## src/rtl/spi_arbiter.sv

```systemverilog
// spi_arbiter: round-robin sequencer that owns the shared SPI peripheral's
// register bus (CTRL/STAT/DATA) on behalf of NREQ requesters. Each granted
// transaction: assert the requester's cs_n, enable the peripheral with its cfg,
// stream bytes (write DATA, poll STAT.RXNE, read DATA), then release cs_n and
// disable the peripheral.
// Optional feature: define SPI_ARB_TIMEOUT_EN to bound POLL to TIMEOUT cycles
// per byte; an expired byte is reported with rx_err and ends the transaction.
//
// state   | meaning
// IDLE    | no transaction, waiting for any req
// ARB     | pick next requester round-robin from ptr
// CFG     | write CTRL = cfg | EN_MASK, drop winner's cs_n
// SETUP   | cs_n setup delay before first byte
// WAIT_TX | waiting for winner's tx_valid, bus quiet
// WR      | write DATA with winner's byte, pulse tx_ready
// POLL    | read STAT until RXNE
// RD      | read DATA, return byte on rx_data
// HOLD    | cs_n hold delay after last byte
// DIS     | write CTRL = 0, raise cs_n, drop grant
module spi_arbiter #(
  parameter int                NREQ      = 3,
  parameter int                DATA_N    = 8,
  parameter int                ADDR_W    = 2,
  parameter logic [ADDR_W-1:0] ADDR_CTRL = ADDR_W'(0),
  parameter logic [ADDR_W-1:0] ADDR_STAT = ADDR_W'(1),
  parameter logic [ADDR_W-1:0] ADDR_DATA = ADDR_W'(2),
  parameter int                RXNE_BIT  = 1,
  parameter logic [DATA_N-1:0] EN_MASK   = DATA_N'(8'h80),
  parameter int                CS_SETUP  = 2,
  parameter int                CS_HOLD   = 2,
  parameter int                TIMEOUT   = 4096
) (
  input  logic                   clk,
  input  logic                   n_reset,
  input  logic [NREQ-1:0]        req,
  input  logic [NREQ*DATA_N-1:0] cfg,
  input  logic [NREQ*DATA_N-1:0] tx_data,
  input  logic [NREQ-1:0]        tx_valid,
  input  logic [NREQ-1:0]        tx_last,
  output logic [NREQ-1:0]        tx_ready,
  output logic [NREQ-1:0]        gnt,
  output logic                   rx_valid,
  output logic [DATA_N-1:0]      rx_data,
  output logic                   rx_err,
  output logic [NREQ-1:0]        cs_n,
  output logic                   periph_sel,
  output logic [ADDR_W-1:0]      periph_addr,
  output logic                   bus_we,
  output logic                   bus_oe,
  output logic [DATA_N-1:0]      bus_wdata,
  input  logic [DATA_N-1:0]      bus_rdata
);

  localparam int PTR_W   = $clog2(NREQ);
  localparam int CNT_MAX = (CS_SETUP > CS_HOLD) ? CS_SETUP : CS_HOLD;
  localparam int CNT_W   = $clog2(CNT_MAX + 2);

  if (NREQ < 2 || NREQ > 8 || TIMEOUT < 1 || RXNE_BIT >= DATA_N) begin : g_param_check
    $error("spi_arbiter: parameter out of range");
  end

  typedef enum logic [3:0] {
    S_IDLE, S_ARB, S_CFG, S_SETUP, S_WAIT_TX, S_WR, S_POLL, S_RD, S_HOLD, S_DIS
  } state_t;

  state_t             state;
  logic [PTR_W-1:0]   ptr;
  logic [PTR_W-1:0]   win;
  logic [PTR_W-1:0]   arb_idx;
  logic [PTR_W-1:0]   cand;
  logic               arb_hit;
  logic [CNT_W-1:0]   cnt;
  logic               last_q;
  logic               go_wr;
  logic [DATA_N-1:0]  cfg_sel;
  logic [DATA_N-1:0]  tx_sel;

`ifdef SPI_ARB_TIMEOUT_EN
  localparam int TMO_W = $clog2(TIMEOUT + 1);
  logic [TMO_W-1:0]   tmo_cnt;
`endif

  assign cfg_sel = cfg[win*DATA_N +: DATA_N];
  assign tx_sel  = tx_data[win*DATA_N +: DATA_N];

  // Start a byte whenever the winner has data and the CS setup time is met;
  // this lets CFG/SETUP jump straight to WR without a WAIT_TX cycle.
  assign go_wr = tx_valid[win] &&
                 ((state == S_CFG && CS_SETUP == 0) ||
                  (state == S_SETUP && cnt == CNT_W'(1)) ||
                  (state == S_WAIT_TX));

  // Round-robin search: first set req starting at ptr, wrapping mod NREQ.
  always_comb begin
    arb_hit = 1'b0;
    arb_idx = '0;
    cand    = '0;
    for (int k = NREQ - 1; k >= 0; k--) begin
      cand = PTR_W'((int'(ptr) + k) % NREQ);
      if (req[cand]) begin
        arb_hit = 1'b1;
        arb_idx = cand;
      end
    end
  end

  // Peripheral bus strobes are a pure decode of the current state.
  always_comb begin
    bus_we      = 1'b0;
    bus_oe      = 1'b0;
    periph_addr = '0;
    bus_wdata   = '0;
    case (state)
      S_CFG:  begin bus_we = 1'b1; periph_addr = ADDR_CTRL; bus_wdata = cfg_sel | EN_MASK; end
      S_WR:   begin bus_we = 1'b1; periph_addr = ADDR_DATA; bus_wdata = tx_sel; end
      S_POLL: begin bus_oe = 1'b1; periph_addr = ADDR_STAT; end
      S_RD:   begin bus_oe = 1'b1; periph_addr = ADDR_DATA; end
      S_DIS:  begin bus_we = 1'b1; periph_addr = ADDR_CTRL; end
      default: ;
    endcase
  end

  assign periph_sel = bus_we | bus_oe;

  // Transaction sequencer with registered grant, chip selects and rx path.
  always_ff @(posedge clk or negedge n_reset) begin
    if (!n_reset) begin
      state    <= S_IDLE;
      ptr      <= '0;
      win      <= '0;
      cnt      <= '0;
      last_q   <= 1'b0;
      gnt      <= '0;
      cs_n     <= '1;
      tx_ready <= '0;
      rx_valid <= 1'b0;
      rx_data  <= '0;
      rx_err   <= 1'b0;
`ifdef SPI_ARB_TIMEOUT_EN
      tmo_cnt  <= '0;
`endif
    end else begin
      tx_ready <= '0;
      rx_valid <= 1'b0;
      rx_err   <= 1'b0;
      if (go_wr) begin
        tx_ready[win] <= 1'b1;
        last_q        <= tx_last[win];
      end
      case (state)
        S_IDLE: if (|req) state <= S_ARB;
        S_ARB: begin
          if (arb_hit) begin
            gnt   <= NREQ'(1) << arb_idx;
            win   <= arb_idx;
            ptr   <= (arb_idx == PTR_W'(NREQ - 1)) ? '0 : arb_idx + 1'b1;
            state <= S_CFG;
          end else begin
            state <= S_IDLE;
          end
        end
        S_CFG: begin
          cs_n[win] <= 1'b0;
          cnt       <= CNT_W'(CS_SETUP);
          if (CS_SETUP == 0) state <= go_wr ? S_WR : S_WAIT_TX;
          else               state <= S_SETUP;
        end
        S_SETUP: begin
          cnt <= cnt - 1'b1;
          if (cnt == CNT_W'(1)) state <= go_wr ? S_WR : S_WAIT_TX;
        end
        S_WAIT_TX: if (go_wr) state <= S_WR;
        S_WR: begin
          state <= S_POLL;
`ifdef SPI_ARB_TIMEOUT_EN
          tmo_cnt <= '0;
`endif
        end
        S_POLL: begin
          if (bus_rdata[RXNE_BIT]) begin
            state <= S_RD;
          end
`ifdef SPI_ARB_TIMEOUT_EN
          else if (tmo_cnt == TMO_W'(TIMEOUT - 1)) begin
            // Abandon the byte and the rest of the transaction.
            rx_valid <= 1'b1;
            rx_err   <= 1'b1;
            rx_data  <= '0;
            cnt      <= CNT_W'(CS_HOLD);
            state    <= (CS_HOLD != 0) ? S_HOLD : S_DIS;
          end else begin
            tmo_cnt <= tmo_cnt + 1'b1;
          end
`endif
        end
        S_RD: begin
          rx_data  <= bus_rdata;
          rx_valid <= 1'b1;
          if (last_q) begin
            cnt   <= CNT_W'(CS_HOLD);
            state <= (CS_HOLD != 0) ? S_HOLD : S_DIS;
          end else begin
            state <= S_WAIT_TX;
          end
        end
        S_HOLD: begin
          cnt <= cnt - 1'b1;
          if (cnt == CNT_W'(1)) state <= S_DIS;
        end
        S_DIS: begin
          cs_n  <= '1;
          gnt   <= '0;
          state <= S_IDLE;
        end
        default: state <= S_IDLE;
      endcase
    end
  end

endmodule

```

## config.mk

```make
export PLATFORM = sky130hd
export DESIGN_NAME = spi_arbiter
export DESIGN_NICKNAME = d
export VERILOG_FILES = /design/src/rtl/spi_arbiter.sv
export SDC_FILE = /design/constraint.sdc
export NUM_CORES = 1
export LEC_CHECK = 0
export ABC_AREA = 1
export CAP_MARGIN = 5
export CELL_PAD_IN_SITES_DETAIL_PLACEMENT = 1
export CELL_PAD_IN_SITES_GLOBAL_PLACEMENT = 2
export CORE_MARGIN = 5
export CORE_UTILIZATION = 20
export CTS_CLUSTER_DIAMETER = 60
export DETAILED_ROUTE_END_ITERATION = 10
export GPL_ROUTABILITY_DRIVEN = 0
export GPL_TIMING_DRIVEN = 0
export PLACE_DENSITY = 0.78
export SYNTH_ARGS = -nofsm -noshare
export SYNTH_HDL_FRONTEND = slang
export SYNTH_SLANG_ARGS = --single-unit
```

## constraint.sdc

```tcl
create_clock -name clk -period 1.75 [get_ports clk]
set_input_delay 0.35 -clock clk [delete_from_list [all_inputs] [get_ports clk]]
set_output_delay 0.35 -clock clk [all_outputs]
set_load 0.01 [all_outputs]
```

==> results of run 1 <==
[through the flow]
stage	setup WS (ns)	instance area [sq um]	hold slack, ns	total power [mW]
global route	-0.296	3620	0.154	6.03
global placement	-0.628	3070	0.453	4.00
floorplan	0.169	1970	0.0544	2.83
detailed placement	-0.620	3060	0.451	4.05
finish	-0.235	3620	0.116	5.53
CTS	-0.238	3540	0.140	5.41
[sequential cells by signal, indices dropped and copies added (netlist names)]
name / count
cnt: 2
cs_n: 3
gnt: 3
last_q: 1
ptr: 2
rx_data: 8
rx_valid: 1
state: 4
tx_ready: 3
win: 2
[synth_stat cells, types with 2 or more instances]
cell | count | area [sq um]
sky130_fd_sc_hd__nand3_1 | 26 | 130
sky130_fd_sc_hd__o21ai_2 | 3 | 26.3
sky130_fd_sc_hd__ha_1 | 4 | 50.1
sky130_fd_sc_hd__nor3_1 | 2 | 10.0
sky130_fd_sc_hd__buf_2 | 2 | 10.0
sky130_fd_sc_hd__nand4_1 | 4 | 25.0
sky130_fd_sc_hd__nand2_2 | 6 | 37.5
sky130_fd_sc_hd__nor2_4 | 3 | 33.8
sky130_fd_sc_hd__a21oi_1 | 6 | 30.0
sky130_fd_sc_hd__dfstp_2 | 3 | 78.8
sky130_fd_sc_hd__inv_4 | 2 | 12.5
sky130_fd_sc_hd__buf_4 | 4 | 30.0
sky130_fd_sc_hd__nand2_1 | 119 | 447
sky130_fd_sc_hd__a22o_1 | 5 | 43.8
sky130_fd_sc_hd__o21ai_1 | 4 | 20.0
sky130_fd_sc_hd__inv_2 | 11 | 41.3
sky130_fd_sc_hd__o21ai_0 | 5 | 25.0
sky130_fd_sc_hd__inv_1 | 19 | 71.3
sky130_fd_sc_hd__dfrtp_1 | 26 | 651
sky130_fd_sc_hd__nor2_1 | 17 | 63.8
sky130_fd_sc_hd__nand3_2 | 2 | 20.0
sky130_fd_sc_hd__nor2_2 | 5 | 31.3
[critical path: stages (launching register included)]
cell                      delay [ns]
sky130_fd_sc_hd__dfrtp_2        0.49
sky130_fd_sc_hd__nor2_4         0.21
sky130_fd_sc_hd__buf_4          0.15
sky130_fd_sc_hd__a22o_1         0.14
sky130_fd_sc_hd__a21oi_2        0.04
sky130_fd_sc_hd__o21ai_1        0.16
sky130_fd_sc_hd__buf_2          0.18
[timing repair]
| item | CTS | global route |
|---|---|---|
| resized for setup | 99 | 21 |
| hold buffers | 0 | 0 |
| gates cloned | 2 | 0 |
| pin swaps | 11 | 15 |
| setup endpoints to repair | 21 | 21 |
| setup buffers | 32 | 7 |
[worst max-delay path by stage]
stage / from / to / slack (ns) / cells past startpoint
final: win[0] / bus_wdata[7] / -0.23 / 6
after global routing: win[1] / bus_wdata[4] / -0.30 / 8
after CTS: win[1] / bus_wdata[4] / -0.24 / 8
after detailed placement: win[0] / bus_wdata[4] / -0.62 / 7
after global placement: win[0] / bus_wdata[6] / -0.63 / 7
after floorplan: ptr[0] / gnt[1] / 0.17 / 10
[power by group]
| group | internal (mW) | total [mW] | switching (mW) |
|---|---|---|---|
| sequential | 0.986 | 1.22 | 0.236 |
| clock | 0.320 | 0.574 | 0.254 |
| combinational | 1.80 | 3.73 | 1.93 |
[final cells by class]
class / instances / area share (%)
Buffer: 6 / 1.52
Clock buffer: 8 / 2.49
Inverter: 32 / 4.08
Multi-Input combinational cell: 221 / 33.7
Sequential cell: 29 / 20.4
Tap cell: 133 / 4.60
Timing Repair Buffer: 132 / 33.2
[kinds of logic (layout without fill, tap and decap cells)]
group	Yosys count	after routing
buffers and inverters	38	178
other	1	1
and+or+nand+nor	188	189
adders and majority gates	4	4
AOI/OAI and AO/OA	27	27
DFF	29	29
[layer usage]
metal,GRT usage (%),vias up
met5,0,-
met2,23.8,52
met3,3.43,4
met1,17.0,1122
li1,-,1185
met4,2.14,0
==> results.txt, run 1 <==
- The run finished, with violations left.
* Violations in the final reports: negative setup slack
- Routed wire length: 8080 microns
- After layout, the worst path uses 113% of the clock period.
* Initial core utilization: 20.3%
- Register area share after synthesis: 37.0%
- Multi-input combinational cell area: 1220 sq um
- Hold Path Class: primary input to async pin
- In the final design database the tool counted 498 nets.
* Die X: 109 microns
- The post-route netlist has 31.8% of its cells at a drive strength greater than 1.
- Relative to the synthesized area, the layout overhead comes to 83.9%.
* Post-detailed-route DRC marker count: 0
- Setup violations remaining at the end of the flow were counted as 10.
- Final clock skew: 0.0117 ns
- The initialized floorplan defines 36 standard-cell rows.
- After detailed routing, the number of vias per cell comes to 4.21.
- For this design the static power due to leakage is 1.75 nW.
- Post-placement cell count: 513
- Power density over the cells: 1530 nW/um^2
- Core Box Area: 9680 sq um
- In this run, synthesis inferred 0 flip-flops with an integrated enable.
- The worst setup path is captured at an output port.
- Clock tree synthesis inserted a total of 5 buffers.
- Summing all flip-flop and latch instances after layout gives 739 sq um.
* Post-layout util: 37.4%
- Pins Over Slew Limit: 0
- Buffer levels on the longest clock path: 2
- Most common cell after layout, fill and taps aside: sky130_fd_sc_hd__nand2_1
* Post-Synth Adder-Cell Area: 2.54%
- Across all setup checks in the final design, the least slack found is -0.235 ns.
- The final number of hold-violating endpoints is 0.
- Area enclosed by the die boundary: 11900 sq um
* I/O pin cnt: 99
- Clk_lat worst skew: 0.28 ns
- After detailed routing, the average wire length per cell comes to 14.4 microns.
* Highest fanout seen on the critical path: 5
- The worst pin sits at a relative slew slack of 53.1%.
- At the pin with the least slew margin, the transition time is 0.703 ns.
* Estimated wirelength of the detail-placed design: 5930 microns
- Most used flip-flop cell after synthesis: sky130_fd_sc_hd__dfrtp_1
- Arrival time at the worst endpoint: 1.63 ns
* Number of violations reported at the end of detailed-routing iteration 0: 87
- Post-synthesis xor/xnor area fraction: 0%
* Net count of the mapped netlist: 358
* Flops & latches, synth: 29
- A synthesized cell averages 6.86 sq um.
- GRT Util Overall: 13.5%
- After Yosys synthesis, and, or, nand and nor cells account for 42.9% of the synthesized area.
- CTS saw 29 sinks.
* R2R depth: 8
* CTS tree: built
- In this run the critical register-to-register path is captured at cnt[0].
- Combinational family with the most area after synthesis: simple AND/OR/NAND/NOR gates
- Fill cells in the final layout number 1218.
- The startpoint identified for the worst register-to-register timing path is state[0].
- Final TNS setup: -1.72 ns
- Post-synth ARST share: 100%
- Max Cap Violations: 0
- Highest metal layer with signal wires: met4
- IR Drop Worst-Case VDD: 0.518 mV
- Number of antenna-violating nets in the routed design: 0
- N_diodes: 0
- H-tree level count: 2
- Number of port buffers: 93
- In the synthesized netlist, mux cells make up 0% of the area.
- Setup repair after global routing missed its margin: true
- Entering global routing, the biggest net connects 30 pins.
- Aggregate global routing overflow: 0
- Vias in the first global route: 2526
* First-pass GRT wire length: 12600 microns
* Kind of critical path: flop to output port
- The synthesized netlist devotes 8.89% of its cell area to compound gates.
- Clock-pin slew was measured on the worst setup and hold paths at 0.07 ns.
- Via count: 2363
- Commonest cells after routing, fill and taps aside: sky130_fd_sc_hd__nand2_1 (115), sky130_fd_sc_hd__clkdlybuf4s50_1 (79), sky130_fd_sc_hd__buf_4 (31), sky130_fd_sc_hd__nand3_1 (20), sky130_fd_sc_hd__dfrtp_1 (18)
* Filler-free cell count of the finished design: 561
- In this run the register-to-register setup slack is 0.11 ns.
* Netlist cell types: 31
* Wire length on met1: 3410 microns
- The cell area that synthesis handed to floorplanning was 1970 sq um.
- The die is 109 microns tall.
- Achievable clock frequency: 504 MHz
- The smallest clock period supported by the final layout is computed as 1.98 ns.
- Worst Setup Start Kind: flop
* First drt pass iteration count: 4
* CTS Root Cell: sky130_fd_sc_hd__clkbuf_8
- The initial antenna violation count is 0.
- Req. time, crit path: 1.40 ns
- Synthesis produced a netlist whose cell count is 287.
* Met2 layer wire length in the routed design: 4180 microns
- During synthesis, Yosys emitted a total of 0 warnings.
- Wire segments on met3 add up to 440 microns in the final route.
Power figures use the tool's default switching activity.
==> run 2, diff against run 1 <==
CORE_ASPECT_RATIO = 0.7   (was unset)
CORE_UTILIZATION = 32   (was 20)
DONT_BUFFER_PORTS = 1   (was unset)
==> results.txt, run 2 (synthesis gave the netlist of run 1 again) <==
- The flow ran to the end, but the final reports show violations.
* Violations in the final reports: negative setup slack
- The worst setup path is launched from a flop.
- Data on the critical path arrives at its endpoint at 1.52 ns.
* Aggregate global routing overflow: 0
* Initial core utilization: 33.7%
- The die covers 7850 sq um.
- I/O pin cnt: 99
* Part of the cycle the worst path needs: 107%
- Post-layout util: 44.9%
- The clock drives 29 sinks.
- Regs by FF count: rx_data (8), state (4)
- In this run the critical register-to-register path is launched from ptr[1].
- Routed wire length: 6850 microns
- Met3 track demand over resource in global routing: 5.00%
* GRT Util Overall: 16.1%
- After routing the design area is 2620 sq um.
* Filler cell count in the final layout: 748
- Summed over all failing endpoints, the final setup total negative slack is -0.815 ns.
* Number of port buffers: 0
* Number of violations reported at the end of detailed-routing iteration 0: 67
- The cell sitting at the root of the clock tree is a sky130_fd_sc_hd__clkbuf_8.
* Sum of internal, switching and leakage power: 4.84 mW
- Vias in the first global route: 2056
- Hold_sp: bus_rdata[0]
- Max Cap Violations: 0
- The worst-case IR drop observed on VDD is 0.528 mV.
- Area growth from synthesis to layout: 33.2%
* H-tree level count: 2
- First drt pass iteration count: 4
- Across the whole layout, storage elements account for 737 sq um.
- Using the TritonRoute via totals, the vias-per-cell ratio works out to 5.02.
- Met2 layer usage reported by global route: 27.2%
* Initial antenna violation count: 0
- Achievable clock frequency: 534 MHz
- The routed design could run at a clock period as short as 1.87 ns.
* Final hold violation count: 0
- Number of flip-flops in the largest register: 8
- Largest register by flop count: rx_data
- Instance area at placement: 2060 sq um
* Req. time, crit path: 1.40 ns
* Number of antenna-violating nets in the routed design: 0
* Clock-pin slew reported for the worst setup and hold paths after clock tree synthesis: 0.07 ns
- Between clock sinks in the finished design, the worst skew comes to 0.00875 ns.
* Multi-input combinational cell area: 1250 sq um
- Post-detailed-route DRC marker count: 0
- Global routing consumed, on the met1 layer, 21.3% of the routing resources.
* Kind of critical path: flop to output port
* Setup crit end kind: output port
- Standard-cell rows: 23
- Across all layers, the routed design uses 2004 vias.
- Die extent in y: 75.6 microns
- First-pass GRT wire length: 10200 microns
* Core Box Area: 5840 sq um
* Worst setup slack before clock tree synthesis: -0.0806 ns
- After legalization and detailed placement, the total HPWL measured 4790 microns.
- The layer flagged by global routing as most heavily used is met2.
- Pins Over Slew Limit: 0
- Commonest cells after routing, fill and taps aside: sky130_fd_sc_hd__nand2_1 (111), sky130_fd_sc_hd__buf_4 (25), sky130_fd_sc_hd__dfrtp_1 (20), sky130_fd_sc_hd__nand3_1 (19)
- For this design the static power due to leakage is 1.35 nW.
* N_diodes: 0
- Fraction of final layout cells sized beyond drive strength 1: 36.1%
- At the end of the flow, the number of nets in the layout was 394.
- Setup repair after global routing missed its margin: true
- At the later pin of the worst-skew pair, clock insertion delay measures 0.28 ns.
- Setup violations remaining at the end of the flow were counted as 9.
- The path class of the tightest hold or removal check is primary input to flop.
* Die X: 104 microns
- Average wire per standard cell: 17.2 microns
* Buffer levels on the longest clock path: 2
- Of all nets on the critical path, the largest fanout is 6.
* CTS tree: built
- In this run the worst setup path begins at win[0].
- Most common cell after layout, fill and taps aside: sky130_fd_sc_hd__nand2_1
- Maximum number of pins on one net before global-route repair: 30
- In the post-route analysis, the smallest setup slack over all paths is -0.124 ns.
* Number of clock buffers inserted by TritonCTS: 5
- In this run the power density over the cells is 1840 nW/um^2.
==> run 2: cell count changes in the layout (fill, tap and decap cells not counted), sizes merged <==
cell	delta
buf	-24
clkinvlp	+1
bufinv	+1
dlygate4sd3	+1
clkbuf	-4
clkdlybuf4s50	-79
==> run 2: critical path, stage by stage (launching register included) <==
cell,delay (ns)
sky130_fd_sc_hd__dfrtp_2,0.48
sky130_fd_sc_hd__nor2_4,0.26
sky130_fd_sc_hd__buf_6,0.17
sky130_fd_sc_hd__nand2_1,0.06
sky130_fd_sc_hd__nand3_1,0.08
sky130_fd_sc_hd__a22o_1,0.19
==> run 2: final cells by class <==
cell class / instances / area share [%]
multi-input combinational: 221 / 47.6
sequential: 29 / 28.1
timing repair buffer: 28 / 9.01
inverter: 32 / 5.34
tap: 75 / 3.58
clock buffer: 6 / 3.15
buffer: 6 / 1.81
clock inverter: 2 / 1.43
==> run 2: layer usage <==
metal / part of all wire [%] / up-vias
met1: 44 / 969
met3: 5.3 / 7
met4: 0.53 / 0
met2: 51 / 48
li1: - / 980
met5: 0 / -
==> run 2: timing repair <==
item | in CTS | in global routing
hold buffers | 2 | 0
endpoints found under the hold margin | 29 | 0
setup endpoints to repair | 18 | 17
resized for setup | 36 | 26
setup buffers | 18 | 6
pin swaps | 11 | 16
gates cloned | 2 | 1
==> run 2: path summary, 6_finish.rpt <==
path	endpoint	slack, ns	cells past startpoint
min reg2reg	cnt[0]	0.48	1
max reg2reg	ptr[1]	0.09	9
max in group asynchronous	cs_n[2]	0.96	2
max	bus_wdata[5]	-0.12	5
min in group asynchronous	tx_ready[2]	0.55	2
min	rx_data[0]	0.17	2
==> run 2: power by group <==
part           switching, mW  total [mW]  internal [mW]
Combinational           1.66        2.76           1.11
Clock                  0.278       0.741          0.463
Sequential             0.349        1.33          0.985
Total                   2.28        4.84           2.55
==> run 2: stage by stage <==
| step | std cells | hold WS, ns |
|---|---|---|
| final | 399 | 0.173 |
| after global routing | 399 | 0.158 |
| after CTS | 392 | 0.167 |
| after detailed placement | 362 | 0.0558 |
| after global placement | 362 | 0.0558 |
| after floorplan | 287 | 0.0544 |
==> patch 1: new RTL, flow settings as in run 1 <==
Add a define of `SPI_ARB_TIMEOUT_EN`.
--- a/src/rtl/spi_arbiter.sv
+++ b/src/rtl/spi_arbiter.sv
@@ -18,4 +18,6 @@
 // HOLD    | cs_n hold delay after last byte
 // DIS     | write CTRL = 0, raise cs_n, drop grant
+`define SPI_ARB_TIMEOUT_EN
+
 module spi_arbiter #(
   parameter int                NREQ      = 3,
Behaviour: same outputs for any inputs over 10 cycles, from zero or initial values and one cycle with n_reset low; that may be too few to reach the edited logic, so the function may still have changed.
==> patch 1 against run 1 <==
  * The flow still finishes with violations (setup timing)
  * Non-clock buffer count shrank 1
  * Area after synthesis grew 42%
  * Wire length grew 31%
  * Cell count grew 30%
  * Worst setup slack gained 3.1 ps
  * Cell area grew 32%
  * First-iteration DRC count grew 23%
  * Clock skew shrank 1.7 ps
  * Hold slack lost 89 ps
  * Sequential cell count grew 14
  * Critical path type unchanged
  * Critical endpoint is now bus_wdata[5]
  * Highest routed layer unchanged
Power is left out: it rests on default switching activity, and per cell area and clock period it moved more than threefold.
==> patch 1: results (changes against run 1) <==
Synth Area in Adders 2.23% (was 2.54%); Seq/Total Area, Yosys 38.5% (was 37.0%); final worst slack -232 ps (was -235 ps); commonest cells in the netlist nand2_1 (161), nand3_1 (55), dfrtp_1 (40) (was nand2_1 (119), dfrtp_1 (26), nand3_1 (26)); count of input and output buffers 95 (was 93); Nets 621 (was 498); CP max stage delay 460 ps (was 490 ps); clk_buf instances 5 (was 8); worst r2r src ptr[1] (was state[0]); Synth Area in Compound Gates 7.01% (was 8.89%); postcts setup bufs 20 (was 32); vias in the first global route 3540 (was 2526); NonClk Buf Share 27.1% (was 34.7%); clock-pin slew on the worst setup and hold paths 70 ps (about the same); Clock buf/inv share 3.53% (was 2.49%); final setup fails 9 (was 10); post-CTS resize count 124 (was 99); violated checks setup timing (unchanged); Reg2Reg Setup Slack 100 ps; Non-clock inverters 44 (was 32); pre-CTS setup slack -632 ps (was -620 ps); crit path to bus_wdata[5] (was bus_wdata[7]); crit-path leading delay family buffers and inverters (was flip-flops); Worst Clk Skew 10.0 ps (was 11.7 ps); Multi-In Gates 318 (was 221); Clock Sinks 43 (was 29); post-synthesis cell type count 30 (was 31); root buffer cell clkbuf_16 (was clkbuf_8); xor/xnor share of the synthesized area 2.50% (was 0%); multi-input combinational area share 38.0% (was 33.7%); Largest regs tmo_cnt x13, rx_data x8, state x4 (was rx_data x8, state x4); Mapped Nets 483 (was 358); post-DR wirelength/cell 14.5 um (was 14.4 um); fillers 1688 (was 1218); HPWL after DPL 7800 um (was 5930 um); 1st-iter DRT viols 107 (was 87); largest net degree at the start of global routing 25 (was 30); layout cells sized above 1 27.5% (was 31.8%); reg2reg end win[1] (was cnt[0]); slew margin rel. 66.4% (was 53.1%); DR vias/cell 4.41 (was 4.21); status finished with violations (unchanged); Area contributors post-synth dfrtp_1 (36%), nand2_1 (22%), nand3_1 (9.8%), inv_1 (4.6%), nor2_1 (4.6%) (was dfrtp_1 (33%), nand2_1 (23%), nand3_1 (6.6%), dfstp_2 (4.0%), inv_1 (3.6%)); global-route wire length before repair 17300 um (was 12600 um)
==> patch 1: per-layer routing <==
| metal | part of all wire, % | track usage [%] |
|---|---|---|
| met5 | 0 | 0 |
| met4 | 1.1 | 2.43 |
| met3 | 7.1 | 4.07 |
| met2 | 51 | 23.1 |
| met1 | 41 | 14.8 |
==> patch 1: stage by stage <==
stage,std cells,util (%),setup TNS [ps],area (sq um),hold WS (ps)
6_report,730,34.6,-1640,4790,26.4
2_1_floorplan,411,-,0,2800,54.4
4_1_cts,717,33.0,-1860,4560,39.2
5_1_grt,730,34.6,-2390,4790,66.3
3_3_place_gp,686,28.8,-46810,3980,464
3_5_place_dp,687,28.9,-8310,3990,349
==> patch 1: kinds of logic after synthesis <==
| logic type | Yosys count |
|---|---|
| adders and majority gates | 5 |
| AOI/OAI and AO/OA | 33 |
| xor gates and xnor gates | 8 |
| buffers and inverters | 50 |
| and+or+nand+nor | 272 |
| DFF | 43 |
==> patch 2: new RTL, config.mk and constraints of run 1 <==
Made on the original files. Re-encode `state_t` (10 states) as one-hot, 10 bits wide.
--- a/src/rtl/spi_arbiter.sv
+++ b/src/rtl/spi_arbiter.sv
@@ -60,6 +60,6 @@
   end
 
-  typedef enum logic [3:0] {
-    S_IDLE, S_ARB, S_CFG, S_SETUP, S_WAIT_TX, S_WR, S_POLL, S_RD, S_HOLD, S_DIS
+  typedef enum logic [9:0] {
+    S_IDLE = 10'b0000000001, S_ARB = 10'b0000000010, S_CFG = 10'b0000000100, S_SETUP = 10'b0000001000, S_WAIT_TX = 10'b0000010000, S_WR = 10'b0000100000, S_POLL = 10'b0001000000, S_RD = 10'b0010000000, S_HOLD = 10'b0100000000, S_DIS = 10'b1000000000
   } state_t;
 
Check against the original RTL: no difference found for any inputs over 10 cycles, from zero or initial values and one cycle with n_reset low; not proved beyond that.
==> patch 2 against run 1 <==
  * Sequential power down 8%
  * Sequential cell count up 6
  * Power up 5.0%
  * Sequential share of layout area down 1.7 points
  * Global-route usage about the same
  * Area after synthesis up 27%
  * Critical path depth up 2
  * Wire length up 38%
  * First-iteration DRC count down 25%
  * Worst setup slack worse by 220 ps
  * Hold slack better by 43 ps
  * Count of clock-buffer cells in the layout down 2
  * The run still ends with setup timing left
  * Cell area up 31%
==> patch 2: results (changes against run 1) <==
vias in the first global route 3390 (was 2526); met2 WL 5910 um (was 4180 um); post-DR wirelength/cell 15.5 um (was 14.4 um); met3 Use GR 3.95% (was 3.43%); grt met2 use 24.7% (was 23.8%); post-synthesis cell type count 37 (was 31); final worst slack -460 ps (was -235 ps); Max VDD drop 0.439 mV (was 0.518 mV); final setup fails 29 (was 10); placed instance area 3640 sq um (was 3060 sq um); HPWL after DPL 7260 um (was 5930 um); crit-path leading delay family buffers and inverters (was flip-flops); root buffer cell clkbuf_16 (was clkbuf_8); layout cells sized above 1 35.1% (was 31.8%); met1 Usage GRT 15.1% (was 17.0%); pre-CTS setup slack -861 ps (was -620 ps); postcts setup bufs 39 (was 32); status finished with violations (unchanged); wire length on met3 672 um (was 440 um); Worst Clk Skew 9.42 ps (was 11.7 ps); fillers 1527 (was 1218); Mapped Nets 451 (was 358); CP max stage delay 430 ps (was 490 ps); violated checks setup timing (unchanged); NetSw 2.55 mW (was 2.42 mW); largest net degree at the start of global routing 36 (was 30); count of input and output buffers 94 (was 93); final WL 11100 um (was 8080 um); TNS Setup -5950 ps (was -1720 ps); global-route wire length before repair 16300 um (was 12600 um); Inst Count DP 642 (was 513); Nets 617 (was 498); Max Fanout on Critical Path 3 (was 5)
==> patch 2: worst paths after layout <==
kind	start	end	slack, ps	depth (start not counted)
setup / recovery	state[9]	bus_wdata[2]	-460	8
hold / removal	n_reset	rx_data[0]	160	1
setup reg to reg	state[4]	win[1]	-140	11
hold reg to reg	rx_data[2]	rx_data[2]	470	2
max in group asynchronous	n_reset	state[2]	1000	1
min in group clk	rx_data[2]	rx_data[2]	470	2
==> patch 2: final cells by class <==
cell class                      instances  area share (%)
Buffer                                 11            1.85
Clock buffer                            6            2.72
Clock inverter                          2           0.264
Inverter                               47            4.22
Multi-Input combinational cell        287            36.1
Sequential cell                        35            18.7
Tap cell                              168            4.43
Timing Repair Buffer                  159            31.7
==> patch 2: cell families after synthesis <==
family,after synthesis,synth area share (%)
AOI/OAI and AO/OA,33,7.51
other,1,0.150
buffers and inverters,58,9.81
and+or+nand+nor,249,45.3
DFF,35,35.3
adders and majority gates,4,2.00
